$ cat src/rtl/switch_box_cfg_loader_if.sv
// rtl/switch_box_cfg_loader_if.sv - serial config stream and live select bus of the switch box loader
interface switch_box_cfg_loader_if #(
  parameter int CFG_WIDTH = 16
);
  logic                 cfg_bit_in;
  logic                 cfg_bit_valid;
  logic                 cfg_commit;
  logic                 cfg_bit_out;
  logic [CFG_WIDTH-1:0] c;
  logic                 cfg_loaded;
  logic                 cfg_error;
  logic                 busy;

  modport master (
    output cfg_bit_in, cfg_bit_valid, cfg_commit,
    input  cfg_bit_out, c, cfg_loaded, cfg_error, busy
  );

  modport slave (
    input  cfg_bit_in, cfg_bit_valid, cfg_commit,
    output cfg_bit_out, c, cfg_loaded, cfg_error, busy
  );
endinterface

$ cat src/rtl/switch_box_cfg_loader.sv
// rtl/switch_box_cfg_loader.sv - serial shadow loader with atomic commit onto the switch box select bus
// Optional trailing even-parity bit per word: SWITCH_BOX_CFG_PARITY_EN
module switch_box_cfg_loader #(
  parameter int CFG_WIDTH = 16
) (
  input  logic                    clk,
  input  logic                    rst,
  switch_box_cfg_loader_if.slave  cfg
);
  localparam int CW = $clog2(CFG_WIDTH + 1);
  localparam logic [CW-1:0] CNT_FULL = CW'(CFG_WIDTH);

  localparam logic [1:0] S_IDLE  = 2'd0;
  localparam logic [1:0] S_SHIFT = 2'd1;
  localparam logic [1:0] S_FULL  = 2'd2;
`ifdef SWITCH_BOX_CFG_PARITY_EN
  localparam logic [1:0] S_PARITY = 2'd3;
  localparam logic [1:0] S_DONE   = S_PARITY;
`else
  localparam logic [1:0] S_DONE   = S_FULL;
`endif

  logic [1:0]           state_q, state_d;
  logic [CFG_WIDTH-1:0] shadow_q, shadow_d;
  logic [CFG_WIDTH-1:0] c_q, c_d;
  logic [CW-1:0]        count_q, count_d;
  logic                 bit_out_q, bit_out_d;
  logic                 error_q, error_d;
  logic                 field_bad;
  logic                 word_ok;
  logic                 in_full;

  always_comb begin
    field_bad = 1'b0;
    for (int k = 0; k < CFG_WIDTH / 2; k++) begin
      field_bad = field_bad | (&shadow_q[2*k +: 2]);
    end
  end

`ifdef SWITCH_BOX_CFG_PARITY_EN
  logic parity_q, parity_d;
  assign word_ok = !field_bad && ((^shadow_q ^ parity_q) == 1'b0);
`else
  assign word_ok = !field_bad;
`endif

  assign in_full = (state_q == S_FULL);

  always_comb begin
    state_d   = state_q;
    shadow_d  = shadow_q;
    c_d       = c_q;
    count_d   = count_q;
    bit_out_d = bit_out_q;
    error_d   = error_q;
`ifdef SWITCH_BOX_CFG_PARITY_EN
    parity_d  = parity_q;
`endif

    if (cfg.cfg_commit) begin
      if (in_full) begin
        state_d = S_IDLE;
        count_d = '0;
        if (word_ok) begin
          c_d     = shadow_q;
          error_d = 1'b0;
        end else begin
          error_d = 1'b1;
        end
      end else begin
        error_d = 1'b1;
      end
    end

    // A commit taken in FULL owns the cycle; the coincident bit is dropped.
    if (cfg.cfg_bit_valid && !(cfg.cfg_commit && in_full)) begin
`ifdef SWITCH_BOX_CFG_PARITY_EN
      if (state_q == S_PARITY) begin
        parity_d = cfg.cfg_bit_in;
        state_d  = S_FULL;
      end else
`endif
      begin
        shadow_d  = {shadow_q[CFG_WIDTH-2:0], cfg.cfg_bit_in};
        bit_out_d = shadow_q[CFG_WIDTH-1];
        if (count_q != CNT_FULL) begin
          count_d = count_q + 1'b1;
        end
        if (state_q != S_FULL) begin
          state_d = ((count_q + 1'b1) == CNT_FULL) ? S_DONE : S_SHIFT;
        end
      end
    end
  end

  always_ff @(posedge clk) begin
    if (rst) begin
      state_q   <= S_IDLE;
      shadow_q  <= '0;
      c_q       <= '0;
      count_q   <= '0;
      bit_out_q <= 1'b0;
      error_q   <= 1'b0;
`ifdef SWITCH_BOX_CFG_PARITY_EN
      parity_q  <= 1'b0;
`endif
    end else begin
      state_q   <= state_d;
      shadow_q  <= shadow_d;
      c_q       <= c_d;
      count_q   <= count_d;
      bit_out_q <= bit_out_d;
      error_q   <= error_d;
`ifdef SWITCH_BOX_CFG_PARITY_EN
      parity_q  <= parity_d;
`endif
    end
  end

  assign cfg.c           = c_q;
  assign cfg.cfg_bit_out = bit_out_q;
  assign cfg.cfg_error   = error_q;
  assign cfg.cfg_loaded  = in_full;
  assign cfg.busy        = (state_q == S_SHIFT);
endmodule

$ cat src/flat_wrapper.sv
// flat-port wrapper written by rule: the top's interface ports become plain ports
module switch_box_cfg_loader_flat 
#(
  parameter int CFG_WIDTH = 16
)
  (clk, rst, cfg_cfg_bit_in, cfg_cfg_bit_valid, cfg_cfg_commit, cfg_cfg_bit_out, cfg_c, cfg_cfg_loaded, cfg_cfg_error, cfg_busy);
  switch_box_cfg_loader_if #(.CFG_WIDTH(CFG_WIDTH)) cfg_i ();
  input  logic clk;
  input  logic rst;
  input wire logic [$bits(cfg_i.cfg_bit_in)-1:0] cfg_cfg_bit_in;
  input wire logic [$bits(cfg_i.cfg_bit_valid)-1:0] cfg_cfg_bit_valid;
  input wire logic [$bits(cfg_i.cfg_commit)-1:0] cfg_cfg_commit;
  output wire logic [$bits(cfg_i.cfg_bit_out)-1:0] cfg_cfg_bit_out;
  output wire logic [$bits(cfg_i.c)-1:0] cfg_c;
  output wire logic [$bits(cfg_i.cfg_loaded)-1:0] cfg_cfg_loaded;
  output wire logic [$bits(cfg_i.cfg_error)-1:0] cfg_cfg_error;
  output wire logic [$bits(cfg_i.busy)-1:0] cfg_busy;
  assign cfg_i.cfg_bit_in = cfg_cfg_bit_in;
  assign cfg_i.cfg_bit_valid = cfg_cfg_bit_valid;
  assign cfg_i.cfg_commit = cfg_cfg_commit;
  assign cfg_cfg_bit_out = cfg_i.cfg_bit_out;
  assign cfg_c = cfg_i.c;
  assign cfg_cfg_loaded = cfg_i.cfg_loaded;
  assign cfg_cfg_error = cfg_i.cfg_error;
  assign cfg_busy = cfg_i.busy;
  switch_box_cfg_loader #(.CFG_WIDTH(CFG_WIDTH)) u_core (.clk(clk), .rst(rst), .cfg(cfg_i));
endmodule
$ cat config.mk
export PLATFORM = sky130hd
export DESIGN_NAME = switch_box_cfg_loader_flat
export DESIGN_NICKNAME = d
export VERILOG_FILES = /design/src/rtl/switch_box_cfg_loader_if.sv /design/src/rtl/switch_box_cfg_loader.sv /design/src/flat_wrapper.sv
export SDC_FILE = /design/constraint.sdc
export NUM_CORES = 1
export LEC_CHECK = 0
export BUFFER_PORTS_ARGS = -buffer_cell sky130_fd_sc_hd__buf_2
export CAP_MARGIN = 25
export CORE_ASPECT_RATIO = 1.5
export CORE_MARGIN = 2
export CORE_UTILIZATION = 30
export DETAILED_ROUTE_END_ITERATION = 6
export PLACE_DENSITY_LB_ADDON = 0.08
export SYNTH_ARGS = -nofsm -noshare
export SYNTH_HDL_FRONTEND = slang
export SYNTH_SLANG_ARGS = --single-unit
$ cat constraint.sdc
create_clock -name clk -period 1.9 [get_ports clk]
set_input_delay 0 -clock clk [delete_from_list [all_inputs] [get_ports clk]]
set_output_delay 0 -clock clk [all_outputs]
set_load 0.05 [all_outputs]
==> run metrics, run 1 <==
antenna-violating nets left=0; CP delay by family, top=compound AO/OA/AOI/OAI gates; WS Path Type=reg2reg; Worst-Skew Late Latency=0.29 ns; NetSw=0.3671 mW; Reg2Reg Depth=5; Final period util=77.33%; Slew HR=61.36%; CTS Sinks=41; wire per inst=12.09 um; initial DRC count=18; Max Clock Freq=680.7 MHz; die area=0.006505 mm2; post-CTS sizing=0; Post-Syn Nets=201; post-CTS setup buffer count=0; Worst-path clk slew=0.08 ns; Seq/Total Area, Yosys=46.66%; DRC=0; fillers=592; clock group share of total power=45.9%; reg2reg start=u_core.shadow_q[1]; PortBufs=24; via count=1332; final-report max-slew violation count=0; final setup vio count=0; Layout area overhead=18.49%; Reg area=820.8 um2; first-pass GRT wire length=6085 um; # hold bufs at CTS=2; sequence of cells on the critical path=a22o_1, a221oi_2, and3_1, buf_4, mux2i_1; largest net degree at the start of global routing=52; Synth Area per Inst=9.068 um2; fin crit period=1.469 ns; layout cell share with drive strength beyond 1=18.10%; IO Count=25; antenna violations before repair=0; GRT Overall Usage=12.07%; maximum vdd drop=0.0005644 V; CTS buffer count=5; Clock Path Buffers=2; HPWL Detailed=2446 um; worst hold slack=0.05902 ns; top cell type's share of synthesized area=46.66%; Final Hold Vio Count=0; Design Power=1.792 mW; path category of the worst min-delay check=in2reg; H-tree depth=2; Slowest-stage cell, CP=dfxtp_1; RR Endpoint=u_core.cfg.c[15]; top cells by area, synth=dfxtp_1, nand2b_1, mux2i_1, nand2_1, a21oi_1; Die X=66.53 um; effective utilization at floorplan=30.63%; post-synth top area cell=dfxtp_1; total routed wirelength=3543 um; flop2flop setup slack=0.43 ns; Combinational Power Share=5.0%; Die Y=97.79 um; Pwr Density=859.5 mW/mm2; Hold Path Depth=3; Seq cells post-synth=41; required time of the critical path=2.13 ns; Reg power frac=49.1%; max incr delay on CP=0.33 ns; P_leak=0.7746 nW; CP Launch Type=flop; Critical Path Sink Type=flop; synthesized area=0.001759 mm2; Post-Syn Instances=194; Worst Hold Path EP=u_core.count_q[1]; min-delay src=cfg_cfg_bit_valid; TritonRoute pass-1 iters=4; crit path DAT=1.69 ns; Final Skew=0.007470 ns; vias in the first global route=1365; Yosys cell types=29; clk root buf=clkbuf_8; grt ovf=0; Crit path buffers/inverters=1; Main synth FF type=dfxtp_1; asr flop ratio synth=0%; Multi-input gate area=858.3 um2; number of nets in the layout=227; RSZ-0062 raised after global routing=false; Routability Congestion=0.6658; Sw Share=20.49%; Post-synth EDFFs=0; core footprint=0.005743 mm2; drt via density=4.546; status=complete, no violations; max-cap violations=0; CP Max Fanout=12; Fin Setup TNS=0 ns; Ant. Diodes=0; CTS tree=yes; floorplan row count=34; worst slew pin tran=0.5782 ns; Cell Int Power=1.425 mW; YS warnings=0
per-stage QoR:
step	setup WS (ns)	utilization (%)	instances	instance area, um2
global route	0.2969	36.30	293	2085
finish	0.4308	36.30	293	2085
global placement	0.4635	33.62	283	1931
detailed placement	0.4116	33.62	283	1931
floorplan	0.5288	-	194	1759
CTS	0.3975	36.30	293	2085
area by class of cell:
type	count	share of cell area [%]
sequential	41	39.38
clock buffer	5	3.301
tap	72	4.322
timing repair buffer	30	8.163
inverter	3	0.5402
clock inverter	3	3.121
multi-input combinational	139	41.18
sequential cells by signal, indices dropped and copies added, names as in the netlist:
signal / flops
u_core.cfg.c: 16
u_core.shadow_q: 16
u_core.count_q: 5
u_core.state_q: 2
u_core.cfg.cfg_bit_out: 1
u_core.cfg.cfg_error: 1
worst min-delay path, delay by kind of cell:
family                 cells  cell delay [ns]
AOI/OAI and AO/OA          1             0.05
and+or+nand+nor            1             0.09
buffers and inverters      1             0.16
placed cells by master (no fill, tap or decap), drive strengths merged, types with 2 or more instances in the layout:
| cell | count |
|---|---|
| clkbuf | 5 |
| dlygate4sd3 | 2 |
| nor2 | 6 |
| dfxtp | 41 |
| buf | 28 |
| inv | 3 |
| a21oi | 21 |
| nand4 | 2 |
| bufinv | 2 |
| nand3b | 2 |
| nor3 | 2 |
| nand2 | 38 |
| mux2i | 16 |
| nand3 | 3 |
| ha | 2 |
| a221oi | 2 |
| nand2b | 32 |
| xor2 | 3 |
cells by family (layout without fill, tap and decap cells):
logic type      count (synthesis)  after routing  synth area share (%)
compound gates                 26             26                 9.175
xor+xnor                        4              4                 1.992
fa+ha+maj                       2              2                 1.422
buf+inv                        14             41                 4.552
flops                          41             41                 46.66
mux                            16             16                 9.104
simple gates                   91             91                 27.10
how the worst max path moves through the flow:
stage,startpoint,end,cells past startpoint
after floorplan,u_core.shadow_q[1],u_core.cfg.c[10],6
after global placement,u_core.shadow_q[15],u_core.cfg.c[3],5
after detailed placement,u_core.shadow_q[15],u_core.cfg.c[15],5
after CTS,u_core.shadow_q[15],u_core.cfg.c[15],5
after global routing,u_core.shadow_q[15],u_core.cfg.c[15],5
final,u_core.shadow_q[1],u_core.cfg.c[15],5
synth_stat cells (2+ instances only):
master,n
nand3_1,3
inv_1,3
nor2_1,6
a221oi_2,2
nor3_1,2
nand2b_1,32
clkbuf_1,6
xor2_1,3
dfxtp_1,41
nand2_1,38
buf_2,3
ha_1,2
mux2i_1,16
nand4_1,2
a21oi_1,21
power groups by stage:
| stage | Clock [mW] | Combinational, mW | Sequential (mW) |
|---|---|---|---|
| after global placement | 0 | 0.0852 | 0.898 |
| after CTS | 0.852 | 0.0905 | 0.879 |
| final | 0.823 | 0.0893 | 0.879 |
| after detailed placement | 0 | 0.0870 | 0.899 |
| after floorplan | 0 | 0.0612 | 0.902 |
| after global routing | 0.892 | 0.0996 | 0.882 |
routing by layer:
layer	track usage [%]	vias up	part of all wire [%]
li1	-	687	-
met4	5.181	0	1.9
met1	13.80	611	44
met5	0	-	0
met2	20.69	29	50
met3	3.111	5	4.0
Power figures use the tool's default switching activity.
==> run 2, diff against run 1 <==
Settings changed: ABC_AREA from default to 1.
Clock period 1.9 ns to 1.2 ns, I/O delays scaled along.
==> run 2 against run 1 <==
Net effect: the flow now finishes with violations (setup timing); core utilization grew 11 points; synthesized cell count rose by 13%; sequential power rose by 66%; sequential share of layout area fell by 6.6 points; die area fell by 4.1%; global-route usage increased by 3.0 points; via count rose by 22%; register-to-register slack lost 0.48 ns; wire length rose by 33%; clock skew is 0.0014 ns lower; critical path type unchanged; critical endpoint is now u_core.cfg.c[11].
==> run metrics, run 2 <==
status=complete, but fails checks; violated checks=setup timing; via count=1627 (+22%); Seq cells post-synth=41 (unchanged); die area=0.006237 mm2 (-4.1%); Design Power=2.976 mW (+66%); worst slew pin tran=0.2430 ns (-0.3352 ns); layout cell share with drive strength beyond 1=45.52% (+27 points); YS warnings=0 (unchanged); Final period util=104.4% (+27 points); CTS buffer count=5 (unchanged); Critical Path Sink Type=flop; post-synth top area cell=dfxtp_1; DRC=0 (unchanged); Hold Path Depth=3 (unchanged); Slew HR=83.75% (+22 points); path category of the worst min-delay check=in2reg; HPWL Detailed=2770 um (+13%); fin crit period=1.253 ns (-0.2161 ns); clk root buf=clkbuf_8; Worst-Skew Late Latency=0.29 ns (about the same); final-report max-slew violation count=0 (unchanged); vias in the first global route=1516 (+11%); synthesized area=0.001683 mm2 (-4.3%); Worst-path clk slew=0.08 ns (about the same); max incr delay on CP=0.33 ns (about the same); P_leak=1.105 nW (+43%); worst hold slack=0.06639 ns (+0.007367 ns); Post-synth EDFFs=0 (unchanged); Main synth FF type=dfxtp_1; CP Max Fanout=6 (-6); antenna violations before repair=0 (unchanged); Seq/Total Area, Yosys=48.77% (+2.1 points); Routability Congestion=0.7646 (+15%); maximum vdd drop=0.0006677 V (+18%); Post-Syn Instances=219 (+13%); Final Skew=0.006038 ns (-0.001432 ns); GRT Overall Usage=15.06% (+3.0 points); crit path DAT=1.44 ns (-0.25 ns); WS Path Type=reg2reg; CTS Sinks=41 (unchanged); grt ovf=0 (unchanged); Yosys cell types=23 (-21%); most common library cell in the layout ignoring fill and taps=nor2_1; Post-synth top cells=nor2_1, dfxtp_1, o21ai_0; Layout area overhead=52.27%; H-tree depth=2 (unchanged); TritonRoute pass-1 iters=4 (unchanged); initial DRC count=52 (+34); total routed wirelength=4717 um (+33%); count leader, synth=nor2_1; final worst slack=-0.05306 ns (-0.4839 ns); antenna-violating nets left=0 (unchanged); IO Count=25 (unchanged); final setup vio count=27 (+27); Clock Path Buffers=2 (unchanged); Ant. Diodes=0 (unchanged); sequence of cells on the critical path=inv_2, nand2_4, nor2_4, nand2_2, nor2_4, buf_12, nand2_8, o21ai_2, nor2_1; core footprint=0.005450 mm2 (-5.1%); Die Y=95.73 um (-2.1%); CP Launch Type=flop; drt via density=4.662 (+2.5%); Die X=65.16 um (-2.1%); number of nets in the layout=286 (+26%); RSZ-0062 raised after global routing=true; CTS tree=yes; Reg2Reg Depth=9 (+4); top cell type's share of synthesized area=48.77% (+2.1 points); wire per inst=13.52 um (+12%); max-cap violations=0 (unchanged); largest net degree at the start of global routing=39 (-25%); Slowest-stage cell, CP=dfxtp_2; asr flop ratio synth=0% (unchanged); Max Clock Freq=798.0 MHz (+17%); Synth Area per Inst=7.684 um2 (-15%); Pwr Density=1162 mW/mm2 (+35%); first-pass GRT wire length=7155 um (+18%); Crit path top cell by count=nor2_4; required time of the critical path=1.39 ns (-0.74 ns); floorplan row count=33 (-2.9%); PortBufs=24 (unchanged); effective utilization at floorplan=30.88% (+0.25 points); most frequent cells in the layout=nor2_1, dfxtp_1, buf_4; Post-Syn Nets=226 (+12%); top cells by area, synth=dfxtp_1, nor2_1, o21ai_0, a21oi_1, o21ai_1; Final Hold Vio Count=0 (unchanged)
[run 2: changes by cell type after synthesis, moves of 8 or more]
cell / previous run / this run
a21oi_1: 21 / 12
inv_1: 3 / 11
mux2i_1: 16 / 0
nand2_1: 38 / 16
nand2b_1: 32 / 0
nor2_1: 6 / 62
o21ai_0: 0 / 26
o21ai_1: 0 / 12
[run 2: final cells by class]
cell class / count / area [um2]
clock inverters: 2 / 35.03
repair inverters: 2 / 25.02
fillers: 569 / 2888
clock buffers: 5 / 68.82
multi-input cells: 155 / 944.7
flip-flops and latches: 41 / 839.6
repair buffers: 58 / 474.2
well taps: 70 / 87.58
inverters: 16 / 87.58
[run 2: cell families after synthesis]
| logic type | after synthesis | share of synthesized area, % |
|---|---|---|
| flops | 41 | 48.77 |
| fa+ha+maj | 2 | 1.487 |
| buf+inv | 26 | 8.773 |
| simple gates | 98 | 25.13 |
| xor+xnor | 1 | 0.5205 |
| compound gates | 51 | 15.32 |
[run 2: final timing paths]
check / from / endpoint / slack [ns]
worst min register to register: u_core.cfg.c[1] / u_core.cfg.c[1] / 0.47
worst max register to register: u_core.state_q[0] / u_core.cfg.c[11] / -0.05
worst min-delay path: cfg_cfg_commit / u_core.cfg.cfg_error / 0.07
worst max-delay path: u_core.state_q[0] / u_core.cfg.c[11] / -0.05
[run 2: power breakdown]
part / internal, mW / switching [mW]
registers: 1.41 / 0.0474
clock network: 0.605 / 0.464
logic: 0.202 / 0.244
[run 2: per-stage QoR]
stage	instances	setup TNS (ns)	setup slack [ns]	utilization, %	instance area [um2]
final	349	-0.6396	-0.05306	47.02	2562
after global routing	349	-3.080	-0.1288	47.02	2562
after CTS	344	-0.8640	-0.06266	41.48	2261
after detailed placement	329	-1.821	-0.1470	37.24	2029
after global placement	329	-1.895	-0.1422	37.24	2029
after floorplan	219	-3.048	-0.1634	-	1697
[run 2: repair_timing]
item | 4_1_cts | 5_1_grt
hold buffers | 2 | 0
buffers inserted | 2 | 2
cloned | 4 | 3
resized for setup | 19 | 67
endpoints found under the setup margin | 21 | 40
pin swaps | 4 | 12
endpoints found under the hold margin | 4 | 0
[run 2: routing by layer]
metal	share of wire, %	global-route usage, %	routed length, um	vias up
met4	1.7	5.035	78	0
met2	55	28.18	2572	34
met3	3.2	3.158	150	11
met5	0	0	0	-
li1	-	-	-	837
met1	41	16.78	1916	745
[run 2: worst max-delay path: cells and delay by family (launching register included)]
family,cells,cell delay (ns)
AO/OA/AOI/OAI,1,0.15
buffers and inverters,2,0.22
flip-flops,1,0.33
AND/OR/NAND/NOR,6,0.46
==> run 3, diff against run 2 <==
Clock period 1.2 ns to 1.5 ns, I/O delays scaled along.
==> run 3 against run 2 <==
Net effect: the run now ends clean; combinational power shrank 58%; via count shrank 11%; global-route usage shrank 1.8 points; sequential share of layout area is 9.4 points higher; wire length decreased by 19%; clock power fell by 39%; clock skew shrank 0.0026 ns; design area decreased by 24%; die area is the same; hold slack got worse by 0.0065 ns; first-iteration DRC count up 1.9%; critical path type unchanged; largest cell class is now sequential cells.
==> run metrics, run 3 (synthesized netlist as in run 2, its figures left out) <==
status=complete, no violations; worst hold slack=0.05987 ns (-0.006524 ns); layout cell share with drive strength beyond 1=19.92% (-26 points); flop2flop setup slack=0.16 ns (+0.21 ns); CTS buffer count=5 (unchanged); met1 Use GR=13.63% (-3.1 points); drt via density=4.566 (-2.0%); Final Skew=0.003395 ns (-0.002643 ns); Layout area overhead=15.69%; wire per inst=12.14 um (-10%); total routed wirelength=3837 um (-19%); grt ovf=0 (unchanged); Hold Path Depth=3 (unchanged); Die X=65.16 um (unchanged); clk root buf=clkbuf_8; via count=1443 (-11%); DRC=0 (unchanged); fin crit period=1.341 ns (+0.08817 ns); Max Clock Freq=745.6 MHz (-6.6%); number of nets in the layout=254 (-11%); final setup vio count=0 (-100%); Crit path top cell by count=nand2_2; P_leak=0.8411 nW (-24%); antenna-violating nets left=0 (unchanged); core footprint=0.005450 mm2 (unchanged); maximum vdd drop=0.0004243 V (-36%); Routability Congestion=0.7587 (-0.77%); worst slew pin tran=0.3323 ns (+0.08925 ns); Slowest-stage cell, CP=dfxtp_1; CP Launch Type=flop; most common library cell in the layout ignoring fill and taps=nor2_1; CTS tree=yes; Critical Path Sink Type=flop; Design Power=2.021 mW (-32%); IO Count=25 (unchanged); vias in the first global route=1378 (-9.1%); PortBufs=24 (unchanged); sequence of cells on the critical path=inv_2, nand2_2, nor2_2, nand2_2, nor2_4, nand2_4, o21ai_0, nor2_1; H-tree depth=2 (unchanged); dpl cells=308 (-6.4%); HPWL Detailed=2744 um (-0.94%); fillers=629 (+11%); pre-CTS WS=0.1392 ns (+0.2862 ns); reg2reg start=u_core.state_q[0]; WS Path Type=reg2reg; DP Area=0.001851 mm2 (-8.8%); Worst-Skew Late Latency=0.29 ns (about the same); min-delay src=cfg_cfg_commit; Worst Hold Path EP=u_core.cfg.cfg_error; initial DRC count=53 (+1.9%); Final Cell Area=0.001947 mm2 (-24%); Die Y=95.73 um (unchanged); final worst slack=0.1588 ns (+0.2118 ns); largest net degree at the start of global routing=39 (unchanged); GRT Overall Usage=13.22% (-1.8 points); die area=0.006237 mm2 (unchanged); GRT busiest layer=met2; Worst-path clk slew=0.07 ns (about the same); Reg2Reg Depth=8 (-1); CP Max Fanout=17 (+11); CTS Sinks=41 (unchanged); CP delay by family, top=simple AND/OR/NAND/NOR gates; M3 GR Usage=2.807% (-0.35 points); antenna violations before repair=0 (unchanged); max incr delay on CP=0.36 ns (+0.03 ns); final-report max-slew violation count=0 (unchanged); Final Non-Filler Cells=316 (-9.5%); required time of the critical path=1.68 ns (+0.29 ns); RSZ-0062 raised after global routing=true; Ant. Diodes=0 (unchanged); Final Hold Vio Count=0 (unchanged); TritonRoute pass-1 iters=4 (unchanged); effective utilization at floorplan=30.88% (unchanged); most frequent cells in the layout=nor2_1, dfxtp_1, o21ai_0; first-pass GRT wire length=6327 um (-12%); Final period util=89.41% (-15 points); crit path DAT=1.52 ns (+0.08 ns); met2 Use GR=25.86% (-2.3 points); Pwr Density=1038 mW/mm2 (-11%); Clock Path Buffers=2 (unchanged); RR Endpoint=u_core.cfg.c[2]; Slew HR=77.85% (-5.9 points); Crit path buffers/inverters=1 (-1); path category of the worst min-delay check=in2reg; floorplan row count=33 (unchanged); max-cap violations=0 (unchanged); critical path depth=8 (-1); post-CTS setup buffer count=0 (-2)
run 3: per-layer routing:
layer	vias up	share of wire (%)	routed length [um]
li1	760	-	-
met5	-	0	0
met1	658	43	1635
met2	20	53	2033
met4	0	1.6	61
met3	5	2.8	106
run 3: through the flow:
stage,utilization (%),TNS [ns]
floorplan,-,0
global placement,33.95,0
detailed placement,33.95,0
CTS,35.67,0
global route,35.72,-0.00006783
finish,35.72,0
run 3: how the worst max path moves through the flow:
stage / end / from / slack, ns
CTS: u_core.cfg.c[2] / u_core.state_q[0] / 0.13
floorplan: u_core.count_q[4] / u_core.state_q[1] / 0.07
detailed placement: u_core.cfg.c[2] / u_core.state_q[0] / 0.14
global placement: u_core.cfg.c[14] / u_core.state_q[0] / 0.14
global route: u_core.cfg.c[12] / u_core.state_q[0] / -0.00007
finish: u_core.cfg.c[2] / u_core.state_q[0] / 0.16
run 3: cell type report:
class,instances,area (um2),area share [%]
sequential,41,820.8,42.16
multi-input combinational,152,719.4,36.95
timing repair buffer,31,177.7,9.126
tap,70,87.58,4.499
clock buffer,5,68.82,3.535
inverter,16,67.56,3.470
clock inverter,1,5.005,0.2571
run 3: power breakdown:
part	switching, mW	total [mW]	internal (mW)
clock network	0.352	0.658	0.306
logic	0.119	0.186	0.0664
registers	0.0456	1.18	1.13
total	0.517	2.02	1.50
run 3: tightest hold or removal path, delay by kind of cell:
family / cells / cell delay, ns
AO/OA/AOI/OAI: 1 / 0.09
buffers and inverters: 1 / 0.12
AND/OR/NAND/NOR: 1 / 0.10
run 3: repair_timing:
| action | in CTS | in global routing |
|---|---|---|
| resized for setup | 0 | 1 |
| endpoints found under the hold margin | 4 | 0 |
| endpoints found under the setup margin | 0 | 3 |
| hold buffers | 2 | 0 |
